===== src/rtl/uart_pkg.sv =====
// uart_pkg: shared state encoding, frame constants and parity helper for the uart
// Optional feature macro: UART_PARITY_EN adds an even-parity bit after D7.
// No ports; imported by uart and uart_rx.
package uart_pkg;
    localparam int DATA_BITS = 8;
    localparam int IDX_W     = $clog2(DATA_BITS);
    localparam logic [IDX_W-1:0] LAST_BIT = IDX_W'(DATA_BITS - 1);
`ifdef UART_PARITY_EN
    localparam bit PARITY_EN = 1'b1;
`else
    localparam bit PARITY_EN = 1'b0;
`endif
    typedef enum logic [2:0] {IDLE, START, DATA, PARITY, STOP} uart_state_t;
    function automatic logic even_parity(input logic [DATA_BITS-1:0] d);
        return ^d;
    endfunction
endpackage


===== src/rtl/uart_rx.sv =====
// uart_rx: 8N1 deserialiser with input synchroniser and one-cycle byte strobe
// Optional feature macro: UART_PARITY_EN (even parity checked, bad bytes dropped).
// Ports:
//   clk, rst_n        clock, asynchronous active-low reset
//   i_rx              serial input, idle high, asynchronous to clk
//   o_rx_byte         last correctly framed byte
//   o_byte_available  one-cycle strobe when o_rx_byte is updated
module uart_rx
    import uart_pkg::*;
#(
    parameter int CLKS_PER_BIT = 104
) (
    input  logic                 clk,
    input  logic                 rst_n,
    input  logic                 i_rx,
    output logic [DATA_BITS-1:0] o_rx_byte,
    output logic                 o_byte_available
);
    localparam int CNT_W = $clog2(CLKS_PER_BIT);
    localparam logic [CNT_W-1:0] LAST = CNT_W'(CLKS_PER_BIT - 1);
    localparam logic [CNT_W-1:0] HALF = CNT_W'(CLKS_PER_BIT / 2);

    logic [1:0]           r_sync;
    logic                 r_rx_prev;
    uart_state_t          r_state;
    logic [CNT_W-1:0]     r_cnt;
    logic [IDX_W-1:0]     r_idx;
    logic [DATA_BITS-1:0] r_shift;
    logic [DATA_BITS-1:0] r_byte;
    logic                 r_avail;
    logic                 r_par_err;

    logic                 w_rx;
    logic                 w_sample;
    uart_state_t          w_state_n;
    logic [CNT_W-1:0]     w_cnt_n;
    logic [IDX_W-1:0]     w_idx_n;
    logic [DATA_BITS-1:0] w_shift_n;
    logic [DATA_BITS-1:0] w_byte_n;
    logic                 w_avail_n;
    logic                 w_par_err_n;

    assign w_rx             = r_sync[1];
    // Counter restarts at the start edge, so HALF lands mid start bit and every
    // later full bit period lands mid data/stop bit.
    assign w_sample         = (r_state == START) ? (r_cnt == HALF) : (r_cnt == LAST);
    assign o_rx_byte        = r_byte;
    assign o_byte_available = r_avail;

    always_comb begin
        w_state_n   = r_state;
        w_idx_n     = r_idx;
        w_shift_n   = r_shift;
        w_byte_n    = r_byte;
        w_avail_n   = 1'b0;
        w_par_err_n = r_par_err;
        case (r_state)
            IDLE:    if (r_rx_prev && !w_rx) w_state_n = START;
            START:   if (w_sample) begin
                         w_state_n   = w_rx ? IDLE : DATA;
                         w_idx_n     = '0;
                         w_par_err_n = 1'b0;
                     end
            DATA:    if (w_sample) begin
                         w_shift_n = {w_rx, r_shift[DATA_BITS-1:1]};
                         w_idx_n   = r_idx + 1'b1;
                         if (r_idx == LAST_BIT) w_state_n = PARITY_EN ? PARITY : STOP;
                     end
            PARITY:  if (w_sample) begin
                         w_par_err_n = w_rx ^ even_parity(r_shift);
                         w_state_n   = STOP;
                     end
            STOP:    if (w_sample) begin
                         // Back in IDLE with rx low after a framing error: re-arming
                         // needs a fresh falling edge, i.e. the line must go high first.
                         w_state_n = IDLE;
                         if (w_rx && !r_par_err) begin
                             w_byte_n  = r_shift;
                             w_avail_n = 1'b1;
                         end
                     end
            default: w_state_n = IDLE;
        endcase
        w_cnt_n = (r_state == IDLE || w_sample) ? '0 : r_cnt + 1'b1;
    end

    always_ff @(posedge clk or negedge rst_n) begin
        if (!rst_n) begin
            r_sync    <= 2'b11;
            r_rx_prev <= 1'b1;
            r_state   <= IDLE;
            r_cnt     <= '0;
            r_idx     <= '0;
            r_shift   <= '0;
            r_byte    <= '0;
            r_avail   <= 1'b0;
            r_par_err <= 1'b0;
        end else begin
            r_sync    <= {r_sync[0], i_rx};
            r_rx_prev <= w_rx;
            r_state   <= w_state_n;
            r_cnt     <= w_cnt_n;
            r_idx     <= w_idx_n;
            r_shift   <= w_shift_n;
            r_byte    <= w_byte_n;
            r_avail   <= w_avail_n;
            r_par_err <= w_par_err_n;
        end
    end
endmodule


===== src/rtl/uart.sv =====
// uart: full-duplex 8N1 UART, transmitter and baud timing here, receiver in uart_rx
// Optional feature macro: UART_PARITY_EN (even parity after D7, 11-bit frames).
// Ports:
//   clk, rst_n      clock, asynchronous active-low reset
//   rx, tx          serial in (asynchronous, idle high) / serial out (idle high)
//   tx_byte         byte latched when a request is accepted
//   send_request    one-cycle request, accepted only while busy is low
//   busy            high for the whole transmit frame
//   rx_byte         last correctly framed received byte
//   byte_available  one-cycle strobe on rx_byte update
module uart
    import uart_pkg::*;
#(
    parameter int CLK_HZ = 12000000,
    parameter int BAUD   = 115200
) (
    input  logic                 clk,
    input  logic                 rst_n,
    input  logic                 rx,
    output logic                 tx,
    input  logic [DATA_BITS-1:0] tx_byte,
    input  logic                 send_request,
    output logic                 busy,
    output logic [DATA_BITS-1:0] rx_byte,
    output logic                 byte_available
);
    localparam int CLKS_PER_BIT = (CLK_HZ + BAUD / 2) / BAUD;
    localparam int CNT_W        = $clog2(CLKS_PER_BIT);
    localparam logic [CNT_W-1:0] LAST = CNT_W'(CLKS_PER_BIT - 1);

    uart_state_t          r_state;
    logic [CNT_W-1:0]     r_cnt;
    logic [IDX_W-1:0]     r_idx;
    logic [DATA_BITS-1:0] r_data;
    logic                 r_tx;
    logic                 r_busy;

    logic                 w_bit_end;
    uart_state_t          w_state_n;
    logic [CNT_W-1:0]     w_cnt_n;
    logic [IDX_W-1:0]     w_idx_n;
    logic [DATA_BITS-1:0] w_data_n;
    logic                 w_tx_n;
    logic                 w_busy_n;

    assign w_bit_end = (r_cnt == LAST);
    assign tx        = r_tx;
    assign busy      = r_busy;

    always_comb begin
        w_state_n = r_state;
        w_idx_n   = r_idx;
        w_data_n  = r_data;
        case (r_state)
            IDLE:    if (send_request && !r_busy) begin
                         w_state_n = START;
                         w_data_n  = tx_byte;
                     end
            START:   if (w_bit_end) begin
                         w_state_n = DATA;
                         w_idx_n   = '0;
                     end
            DATA:    if (w_bit_end) begin
                         w_idx_n = r_idx + 1'b1;
                         if (r_idx == LAST_BIT) w_state_n = PARITY_EN ? PARITY : STOP;
                     end
            PARITY:  if (w_bit_end) w_state_n = STOP;
            STOP:    if (w_bit_end) w_state_n = IDLE;
            default: w_state_n = IDLE;
        endcase
        w_cnt_n  = (r_state == IDLE || w_bit_end) ? '0 : r_cnt + 1'b1;
        // tx and busy are registered from the next state so the pin changes on
        // the same edge the state does, without a combinational path to the pad.
        w_busy_n = (w_state_n != IDLE);
        w_tx_n   = (w_state_n == START)  ? 1'b0 :
                   (w_state_n == DATA)   ? w_data_n[w_idx_n] :
                   (w_state_n == PARITY) ? even_parity(w_data_n) : 1'b1;
    end

    always_ff @(posedge clk or negedge rst_n) begin
        if (!rst_n) begin
            r_state <= IDLE;
            r_cnt   <= '0;
            r_idx   <= '0;
            r_data  <= '0;
            r_tx    <= 1'b1;
            r_busy  <= 1'b0;
        end else begin
            r_state <= w_state_n;
            r_cnt   <= w_cnt_n;
            r_idx   <= w_idx_n;
            r_data  <= w_data_n;
            r_tx    <= w_tx_n;
            r_busy  <= w_busy_n;
        end
    end

    uart_rx #(.CLKS_PER_BIT(CLKS_PER_BIT)) u_rx (
        .clk              (clk),
        .rst_n            (rst_n),
        .i_rx             (rx),
        .o_rx_byte        (rx_byte),
        .o_byte_available (byte_available)
    );
endmodule


===== config.mk =====
export PLATFORM = sky130hd
export DESIGN_NAME = uart
export DESIGN_NICKNAME = d
export VERILOG_FILES = /design/src/rtl/uart_pkg.sv /design/src/rtl/uart_rx.sv /design/src/rtl/uart.sv
export SDC_FILE = /design/constraint.sdc
export NUM_CORES = 1
export LEC_CHECK = 0
export ABC_AREA = 0
export CORE_ASPECT_RATIO = 1.2
export CORE_MARGIN = 5
export CORE_UTILIZATION = 60
export DETAILED_ROUTE_END_ITERATION = 12
export PLACE_DENSITY = 0.79
export SETUP_SLACK_MARGIN = 0.1
export SLEW_MARGIN = 10
export SYNTH_ARGS = -nofsm -noshare
export SYNTH_HDL_FRONTEND = slang
export SYNTH_HIERARCHICAL = 1
export SYNTH_SLANG_ARGS = --single-unit

===== constraint.sdc =====
create_clock -name clk -period 6.16 [get_ports clk]
set_input_delay 1.232 -clock clk [delete_from_list [all_inputs] [get_ports clk]]
set_output_delay 1.232 -clock clk [all_outputs]
set_load 0.05 [all_outputs]

==> summary.md <==
| Metric | Value |
|---|---|
| Power per standard cell area | 287 mW/mm² |
| Hold_ws | 0.355 ns |
| Worst Setup End Kind | flop |
| Largest family of logic cells by synthesized area | simple AND/OR/NAND/NOR gates |
| Critical path type | flop to flop |
| Post-Synth Simple-Gate Area | 18.6% |
| Total grt overflow | 0 |
| Final Critical Period | 3.37 ns |
| Via count | slightly above 2,000 |
| Antenna-violating nets left | 0 |
| TritonCTS clock tree | built |
| Initial drt markers | between 90 and 100 |
| Synth async-reset ratio | 100% |
| Fillers | 348 |
| Pleak | 0.00156 µW |
| Antenna diode count | 0 |
| Fin. max-slew vios | 0 |
| Final Hold Viols | 0 |
| Required @ worst endpoint | around 6.4 ns |
| Initial Utilization | ~63% |
| Clock share of power | 40.1% |
| Post-synth top flop | dfrtp_1 |
| CP Launch Type | flop |
| Storage cell area | ~0.0014 mm² |
| Clk root buf | clkbuf_8 |
| Post-synthesis sequential area ratio | between 40% and 50% |
| Post-Synth XOR/XNOR Area | a little under a tenth |
| Cell mode on critical path | nor2_1 |
| Clk sinks | 57 |
| WL final | approximately 5800 µm |
| Setup repair after global routing missed its margin | no |
| Placer congestion estimate | 0.849 |
| Final Setup Violations | 0 |
| Crit path arrival time | 3.63 ns |
| Power Internal | 723 µW |
| FF+latch count, synth | 57 |
| Netlist Area Pre-Place | 0.00292 mm² |
| Biggest cell delay along the critical path | 0.44 ns |
| Area of the multi-input gates | 0.00145 mm² |
| Syn nets | 283 |
| Vias in the first global route | 2,064 |
| H-tree levels | 3 |
| Avg Cell Area, Syn | 11.1 µm² |
| Yosys warning count | 6 |
| I/O pin cnt | 23 |
| Die Area | approximately 0.0064 mm² |
| CP cell instances | or3b_4, nor2_1, inv_1, ha_1, or3b_2, a21oi_1, nor2_1, mux2i_1, mux2_2, o311ai_1, a2bb2oi_1 |
| Worst path slowest cell | or3b_4 |
| Initial antenna violation count | 0 |
| Highest routed layer | met4 |
| Site row count | 27 |
| Final worst setup slack | between 2 and 3 ns |
| Compound-Gate Fraction of Synth Area | approximately 9% |
| Flop pwr share | 45.5% |
| Fmax | 297 MHz |
| DR DRC count | 0 |
| Initial DRT Pass Iterations | 4 |
| Num CTS Buffers | 9 |
| Post-synth EDFFs | 0 |
| Sw power | 258 µW |
| Vias/cell | about 5.8 |
| Final worst-path cycle share | 54.7% |
| Die H | 86.4 µm |
| Largest net degree at the start of global routing | 58 |
| Area growth syn-to-layout | 16.9% |
| Die width | roughly 74 µm |
| Clock-pin transition on the worst setup and hold timing paths | 0.06 ns |
| PortBufs | 22 |
| Slew @ Worst Pin | 0.714 ns |
| Mux cell area share after synthesis | 9.55% |
| Worst hold path class | flop to flop |
| WL met3 | 182 µm |
| Final HPWL DP | 3960 µm |
| Clock insertion delay at the later pin of the skew report | between 0.3 and 0.4 ns |
| Core box area | 0.00466 mm² |
| First-pass GRT wire length | 9760 µm |
| Combinational Power Share | 14.4% |
| Max VDD drop | 0.000164 V |
| WL/cell | 16.2 µm |
| # resized after CTS | 0 |
| Post-Route M1 WL | 2380 µm |
| Post-place setup slack | 2.78 ns |
| Global Route Usage Sum | 20.4% |
| Post-Synth Adder-Cell Area | 3.00% |
| CP Max Fanout | 6 |
| Status | completed |
| Hold buffer count at CTS | 0 |
| Post-synthesis cell count | 264 |
| Proportion of layout cells with a drive suffix above 1 | 17.2% |
| Max_slew headroom | 52.2% |
| Nets | 311 |
| Synth cell types | 50 |
| Post-CTS Setup Bufs | 0 |
| TNS Setup | 0 ns |
| WL met2 | 3090 µm |
| Max-Cap Viols | 0 |
| Clock Skews | 0.00620 ns |
| Sw frac | 26.3% |
| Maximum clock path buffer count | 2 |
## Yosys cell counts, types with 3 or more instances
master | count | area, µm²
dfrtp_1 | 53 | 1330
nor2_1 | 22 | 82.6
xnor2_1 | 21 | 184
mux2_2 | 20 | 225
nand2_1 | 18 | 67.6
nand3_1 | 16 | 80.1
a21oi_1 | 11 | 55.1
o21ai_0 | 8 | 40.0
xor2_1 | 8 | 70.1
ha_1 | 7 | 87.6
and3_1 | 6 | 37.5
nand3b_1 | 6 | 45.0
inv_1 | 5 | 18.8
nor2b_1 | 5 | 31.3
a211oi_1 | 4 | 30.0
clkbuf_1 | 4 | 15.0
dfstp_2 | 4 | 105
mux2i_1 | 4 | 40.0
nand2b_1 | 4 | 25.0
nor4_1 | 3 | 18.8
o211ai_1 | 3 | 22.5
## cells by family after synthesis
| kind of cell | after synthesis |
|---|---|
| AOI/OAI and AO/OA | 39 |
| and+or+nand+nor | 95 |
| xor gates and xnor gates | 30 |
| buffers and inverters | 11 |
| adders and majority gates | 7 |
| DFF | 57 |
| muxes | 25 |
## per-stage QoR
| stage | std cells | area [µm²] | util [%] | total power (µW) |
|---|---|---|---|---|
| finish | 355 | 3410 | 73.2 | 981 |
| global route | 355 | 3410 | 73.2 | 1030 |
| CTS | 355 | 3410 | 73.2 | 989 |
| detailed placement | 339 | 3190 | 68.4 | 596 |
| global placement | 339 | 3190 | 68.4 | 590 |
| floorplan | 264 | 2920 | - | 554 |
## layout make-up
class,count,area share (%)
clock inverter,3,1.91
tap,58,2.13
multi-input combinational,196,42.3
sequential,57,41.9
timing repair buffer,23,6.52
inverter,5,0.550
clock buffer,13,4.65
## cell usage in the layout (no fill, tap or decap), types with 7 or more instances in the layout
| cell type | synthesis | routed |
|---|---|---|
| nand3_1 | 16 | 16 |
| a21oi_1 | 11 | 11 |
| xnor2_1 | 21 | 21 |
| nand2_1 | 18 | 18 |
| ha_1 | 7 | 7 |
| clkdlybuf4s50_1 | 0 | 21 |
| xor2_1 | 8 | 8 |
| dfrtp_1 | 53 | 53 |
| o21ai_0 | 8 | 8 |
| clkbuf_8 | 0 | 11 |
| mux2_2 | 20 | 20 |
| nor2_1 | 22 | 22 |
## critical path: cells and delay by family, from the launching register on
kind                     cells  cell delay [ns]
buffers and inverters        1             0.15
AND/OR/NAND/NOR              4             1.37
AO/OA/AOI/OAI                3             0.70
flip-flops                   1             0.43
multiplexers                 2             0.44
adder cells (fa/ha/maj)      1             0.19
## layer usage
| metal | track usage (%) | vias up |
|---|---|---|
| li1 | - | 1004 |
| met3 | 4.87 | 10 |
| met5 | 0 | - |
| met1 | 24.3 | 1006 |
| met4 | 8.73 | 0 |
| met2 | 34.5 | 35 |
## registers in the layout, indices dropped and copies added, names as in the netlist
register / cells
r_data: 8
u_rx/o_rx_byte: 8
u_rx/r_shift: 8
r_cnt: 7
u_rx/r_cnt: 7
r_idx: 3
r_state: 3
u_rx/r_idx: 3
u_rx/r_state: 3
u_rx/r_sync: 2
busy: 1
tx: 1
u_rx/o_byte_available: 1
u_rx/r_par_err: 1
u_rx/r_rx_prev: 1
## power by group through the flow
stage | sequential (µW) | clock [µW] | combinational [µW]
2_1_floorplan | 440 | 0 | 113
3_3_place_gp | 451 | 0 | 139
3_5_place_dp | 453 | 0 | 143
4_1_cts | 446 | 399 | 144
5_1_grt | 453 | 418 | 159
6_report | 446 | 393 | 142
## path summary, 6_finish.rpt
path,cells after the start,slack (ns),to,start
max,11,2.79,tx,r_cnt[3]
min,0,0.36,u_rx/r_sync[1],u_rx/r_sync[0]
max reg2reg,11,2.79,tx,r_cnt[3]
min reg2reg,0,0.36,u_rx/r_sync[1],u_rx/r_sync[0]
max in group asynchronous,2,4.68,r_data[6],rst_n
min in group asynchronous,2,1.02,u_rx/r_idx[1],rst_n
Note: power is estimated with default switching activity, not from simulation.
==> edit 1: new RTL, same settings <==
Change the parameter `CLK_HZ` from 12000000 to 6000000.
--- a/src/rtl/uart.sv
+++ b/src/rtl/uart.sv
@@ -11,7 +11,7 @@
 module uart
     import uart_pkg::*;
 #(
-    parameter int CLK_HZ = 12000000,
+    parameter int CLK_HZ = 6000000,
     parameter int BAUD   = 115200
 ) (
     input  logic                 clk,
Check against the original RTL: same outputs for any inputs over 10 cycles, from zero or initial values and one cycle with rst_n low; that may be too few to reach the edited logic, so the function may still have changed.
==> edit 1 against the original RTL <==
Maximum frequency rose by 14%. Largest cell class is now sequential cells. Sequential cell count fell by 2. Final area fell by 9.3%. Total power fell by 28%. Worst setup slack improved by 420 ps. Synthesized area fell by 5.6%. Critical endpoint unchanged. Sequential power fell by 6.1%. Non-clock buffer count did not move. Count of clock-buffer cells in the layout fell by 7. Routed wire length fell by 21%.
==> edit 1: results (changes against the original RTL) <==
Outcome
  – Outcome: completed (unchanged)

Clock tree
  – CTS Buffer Depth: 2 (unchanged)
  – # Post-CTS Setup Buffers: 0 (unchanged)
  – Post-CTS Resized: 0 (unchanged)
  – Clk Latency, worst-skew pair: 300 ps (was 340 ps)
  – Num CTS Buffers: 5 (was 9)
  – Root Driver: clkbuf_8 (unchanged)
  – Clock Pin Slew Worst Setup and Hold Paths: 100 ps (was 60 ps)
  – CTS HTree Levels: 2 (was 3)

Power
  – Peak supply drop: 0.000264 V (was 0.000164 V)
  – Switching Share: 28.4% (was 26.3%)
  – Leak: 1.44 nW (was 1.56 nW)

Final layout
  – N_diodes: 0 (unchanged)
  – Final core occ: 68.4% (was 73.2%)
  – Fillers: 360 (was 348)
  – Final nets: 280 (was 311)
  – Share of cells above drive strength 1: 16.0% (was 17.2%)

Worst setup path
  – R2r startpoint: r_cnt[0] (was r_cnt[3])
  – CP max FO: 7 (was 6)
  – Critical Path AT: 3170 ps (was 3630 ps)
  – Worst reg-to-reg path cell count: 9 (was 11)
  – R2R Setup Slk: 3210 ps (was 2790 ps)
  – Reg2Reg Capture Point: tx (unchanged)

Placed design
  – GPL Wtd Cong: 0.756 (was 0.849)
  – Post-DP HPWL: 3.26 mm (was 3.96 mm)
  – Cell Area, Placed: 3010 um2 (was 3190 um2)
  – PortBufs: 22 (unchanged)

Drt
  – Routed via count: 1803 (was 2055)
  – Number of remaining DRC errors: 0 (unchanged)
  – Drt wl/cell: 14.3 um (was 16.2 um)
  – Initial DRC Count: 69 (was 93)

Worst hold path
  – Worst hold path type: reg2reg (unchanged)
  – Hold Crit Depth: 0 (unchanged)
  – Hold worst-path end: u_rx/r_sync[1] (unchanged)

Synthesis
  – Largest cells by area after synthesis: dfrtp_1 (46%), mux2_2 (5.3%), mux2_4 (4.9%) (was dfrtp_1 (45%), mux2_2 (7.7%), xnor2_1 (6.3%))
  – Xor/xnor cell area share of the yosys netlist: 7.49% (was 9.47%)
  – Syn nets: 258 (was 283)
  – Async set-reset flop share out of synthesis: 100% (unchanged)
  – Compound-gate portion of the synthesized area: 9.21% (was 8.83%)
  – Synth warn: 6 (unchanged)
  – Commonest cells in the netlist: dfrtp_1 (51), nor2_1 (21), nand3_1 (17) (was dfrtp_1 (53), nor2_1 (22), xnor2_1 (21))
  – Distinct cells, synth: 51 (was 50)
  – Post-synthesis mux area share: 11.4% (was 9.55%)
  – Main synth FF type: dfrtp_1 (unchanged)
  – Adder-cell area share of the yosys netlist: 3.18% (was 3.00%)
  – Sequential area share after synthesis: 50.1% (was 49.0%)

Global routing
  – Largest net degree at the start of global routing: 56 (was 58)
  – Initial antenna violation count: 0 (unchanged)
  – Vias in the first global route: 1911 (was 2064)
  – First-pass GRT wire length: 8.65 mm (was 9.76 mm)
  – All-Layer GR Usage: 17.5% (was 20.4%)

Timing
  – Worst Skew: 13.4 ps (was 6.20 ps)
  – Hold slack: 361 ps (was 355 ps)
  – Worst slew margin: 51.3% (was 52.2%)
[edit 1: worst max path at each step]
stage	startpoint	endpoint	slack [ps]
global placement	send_request	tx	3300
finish	r_cnt[0]	tx	3210
CTS	r_cnt[0]	tx	3230
global route	r_cnt[0]	tx	2840
detailed placement	send_request	tx	3270
floorplan	r_cnt[0]	tx	3570
[edit 1: cells by family (layout without fill, tap and decap cells)]
kind of cell | Yosys count | count (layout)
AOI/OAI and AO/OA | 33 | 33
xor gates and xnor gates | 22 | 22
buffers and inverters | 15 | 38
and+or+nand+nor | 82 | 82
adders and majority gates | 7 | 7
DFF | 55 | 55
muxes | 25 | 25
[edit 1: cell type report]
class / count / share of cell area [%]
Clock inverter: 2 / 0.444
Multi-Input combinational cell: 169 / 42.2
Clock buffer: 6 / 2.34
Timing Repair Buffer: 23 / 7.19
Tap cell: 58 / 2.34
Sequential cell: 55 / 44.6
Inverter: 7 / 0.848
[edit 1: critical path, stage by stage, from the launching register on]
cell and delay, ps:
dfrtp_1 390, ha_1 220, nor3b_1 320, nand3_1 270, ha_1 350, o31ai_1 520, nor2_1 190, a211o_1 330
a32oi_1 190, o211ai_1 100
[edit 1: power by group through the flow]
stage,Clock (mW),Sequential (mW),Combinational [mW]
2_1_floorplan,0,0.409,0.0850
3_3_place_gp,0,0.424,0.0992
3_5_place_dp,0,0.426,0.102
4_1_cts,0.199,0.419,0.103
5_1_grt,0.215,0.425,0.120
6_report,0.190,0.419,0.102
[edit 1: stage by stage]
| step | std cells | setup slack (ps) |
|---|---|---|
| floorplan | 239 | 3570 |
| global placement | 312 | 3300 |
| detailed placement | 312 | 3270 |
| CTS | 320 | 3230 |
| global route | 320 | 2840 |
| finish | 320 | 3210 |
[edit 1: layer usage]
metal | track usage [%] | routed length [um] | share of wire, % | vias to the layer above
met5 | 0 | 0 | 0 | -
met4 | 4.44 | 34 | 0.74 | 0
met3 | 3.83 | 129 | 2.8 | 2
met2 | 29.8 | 2370 | 52 | 20
met1 | 22.5 | 2040 | 45 | 874
li1 | - | - | - | 907
==> edit 2: new RTL, same settings <==
Without the edit above. Remove the register `r_tx`: a continuous assignment takes its place, so the output `tx` follows one clock earlier.
--- a/src/rtl/uart.sv
+++ b/src/rtl/uart.sv
@@ -83,17 +83,17 @@
             r_cnt   <= '0;
             r_idx   <= '0;
             r_data  <= '0;
-            r_tx    <= 1'b1;
             r_busy  <= 1'b0;
         end else begin
             r_state <= w_state_n;
             r_cnt   <= w_cnt_n;
             r_idx   <= w_idx_n;
             r_data  <= w_data_n;
-            r_tx    <= w_tx_n;
             r_busy  <= w_busy_n;
         end
     end
+
+    assign r_tx = w_tx_n;
 
     uart_rx #(.CLKS_PER_BIT(CLKS_PER_BIT)) u_rx (
         .clk              (clk),
Check against the original RTL: not equivalent (Yosys sat finds a counterexample within 4 cycles, from zero or initial values and one cycle with rst_n low).
==> edit 2 against the original RTL <==
Non-clock buffer count did not move. Worst setup slack got worse by 2300 ps. Hold slack improved by 7.1 ps. Die area fell by 0.78%. Routed wire length fell by 6.1%. Final area fell by 4.6%. Final cell count fell by 2.5%. Count of clock-buffer cells in the layout fell by 8. Synthesized area fell by 0.90%. Highest routed layer unchanged. Global-route usage fell by 1.8 points. Total power fell by 20%. Largest cell class unchanged. Clock power fell by 49%. Sequential cell count fell by 1.
==> edit 2: results (changes against the original RTL) <==
Final layout
  – Fillers: 355 (was 348)
  – Final nets: 306 (was 311)
  – Share of cells above drive strength 1: 15.3% (was 17.2%)

Global routing
  – Vias in the first global route: 2032 (was 2064)
  – Largest net degree at the start of global routing: 57 (was 58)
  – Initial antenna violation count: 0 (unchanged)
  – First-pass GRT wire length: 9.18 mm (was 9.76 mm)
  – All-Layer GR Usage: 18.5% (was 20.4%)

Drt
  – Initial DRC Count: 110 (was 93)
  – Drt total wl: 5.41 mm (was 5.76 mm)
  – Vias per std cell: 5.98 (was 5.79)

Worst setup path
  – CP max FO: 7 (was 6)
  – Critical Path AT: 4410 ps (was 3630 ps)
  – Worst reg-to-reg path cell count: 8 (was 11)

Power
  – Peak supply drop: 0.000118 V (was 0.000164 V)
  – Leak: 1.48 nW (was 1.56 nW)

Clock tree
  – CTS HTree Levels: 2 (was 3)
  – Clk Latency, worst-skew pair: 310 ps (was 340 ps)
  – Num CTS Buffers: 5 (was 9)
  – Clock Pin Slew Worst Setup and Hold Paths: 100 ps (was 60 ps)

Timing
  – Worst Skew: 12.4 ps (was 6.20 ps)
  – Worst slew margin: 54.6% (was 52.2%)

Synthesis
  – Sequential area share after synthesis: 48.6% (was 49.0%)
  – Syn nets: 282 (was 283)
  – Largest cells by area after synthesis: dfrtp_1 (46%), mux2_2 (7.8%), xnor2_1 (6.4%) (was dfrtp_1 (45%), mux2_2 (7.7%), xnor2_1 (6.3%))

Outcome
  – Outcome: completed (unchanged)

Floorplanning
  – Initial core utilization: 62.5% (was 62.6%)

Placed design
  – Post-DP HPWL: 3.94 mm (was 3.96 mm)
  – GPL Wtd Cong: 0.838 (was 0.849)
  – DP Worst Slack: 876 ps (was 2780 ps)
edit 2: worst max-delay path, cell delays in order, from the launching register on:
cell and delay (ps):
dfrtp_1 390, ha_1 230, nand3_1 220, nor2_1 350, inv_1 140, ha_1 190
or3b_2 440, a21oi_1 280, nor2_1 190, mux2i_1 150, mux2_2 270, o311ai_1 220
a2bb2oi_1 210, clkdlybuf4s50_1 830
edit 2: path summary, 6_finish.rpt:
path	startpoint	end	slack (ps)
worst max-delay path	r_cnt[0]	tx	520
worst min-delay path	u_rx/r_sync[0]	u_rx/r_sync[1]	360
worst max register to register	r_cnt[0]	r_idx[0]	3590
worst min register to register	u_rx/r_sync[0]	u_rx/r_sync[1]	360
max in group asynchronous	rst_n	r_data[2]	4670
min in group asynchronous	rst_n	u_rx/r_idx[1]	1030
edit 2: report_power, final:
group          internal [mW]  switching [mW]  total, mW  leakage (nW)
Sequential             0.396          0.0461      0.442         0.731
Clock                 0.0807           0.121      0.202        0.0404
Combinational         0.0703          0.0708      0.141         0.707
Total                  0.547           0.238      0.785          1.48
edit 2: cell families (layout without fill, tap and decap cells):
group	Yosys count	in the layout	share of synthesized area, %
adders and majority gates	7	7	3.03
xor gates and xnor gates	30	30	9.55
DFF	56	56	48.6
and+or+nand+nor	95	95	18.8
AOI/OAI and AO/OA	39	39	8.91
muxes	25	25	9.64
buffers and inverters	11	36	1.51
edit 2: layout make-up:
cell class,count,area share (%)
sequential,56,43.1
multi-input combinational,196,44.4
inverter,5,0.576
timing repair buffer,23,6.84
tap,58,2.23
clock buffer,5,2.11
clock inverter,3,0.730
edit 2: metrics by stage:
stage / instance area, um2 / cells
final: 3260 / 346
after global routing: 3260 / 346
after CTS: 3260 / 346
after detailed placement: 3160 / 338
after global placement: 3160 / 338
after floorplan: 2890 / 263
edit 2: routing by layer:
| layer | vias up | GRT usage, % | share of wire (%) |
|---|---|---|---|
| met5 | - | 0 | 0 |
| met2 | 51 | 31.7 | 53 |
| li1 | 986 | - | - |
| met4 | 0 | 6.59 | 1.6 |
| met1 | 1022 | 23.3 | 42 |
| met3 | 10 | 3.17 | 3.4 |
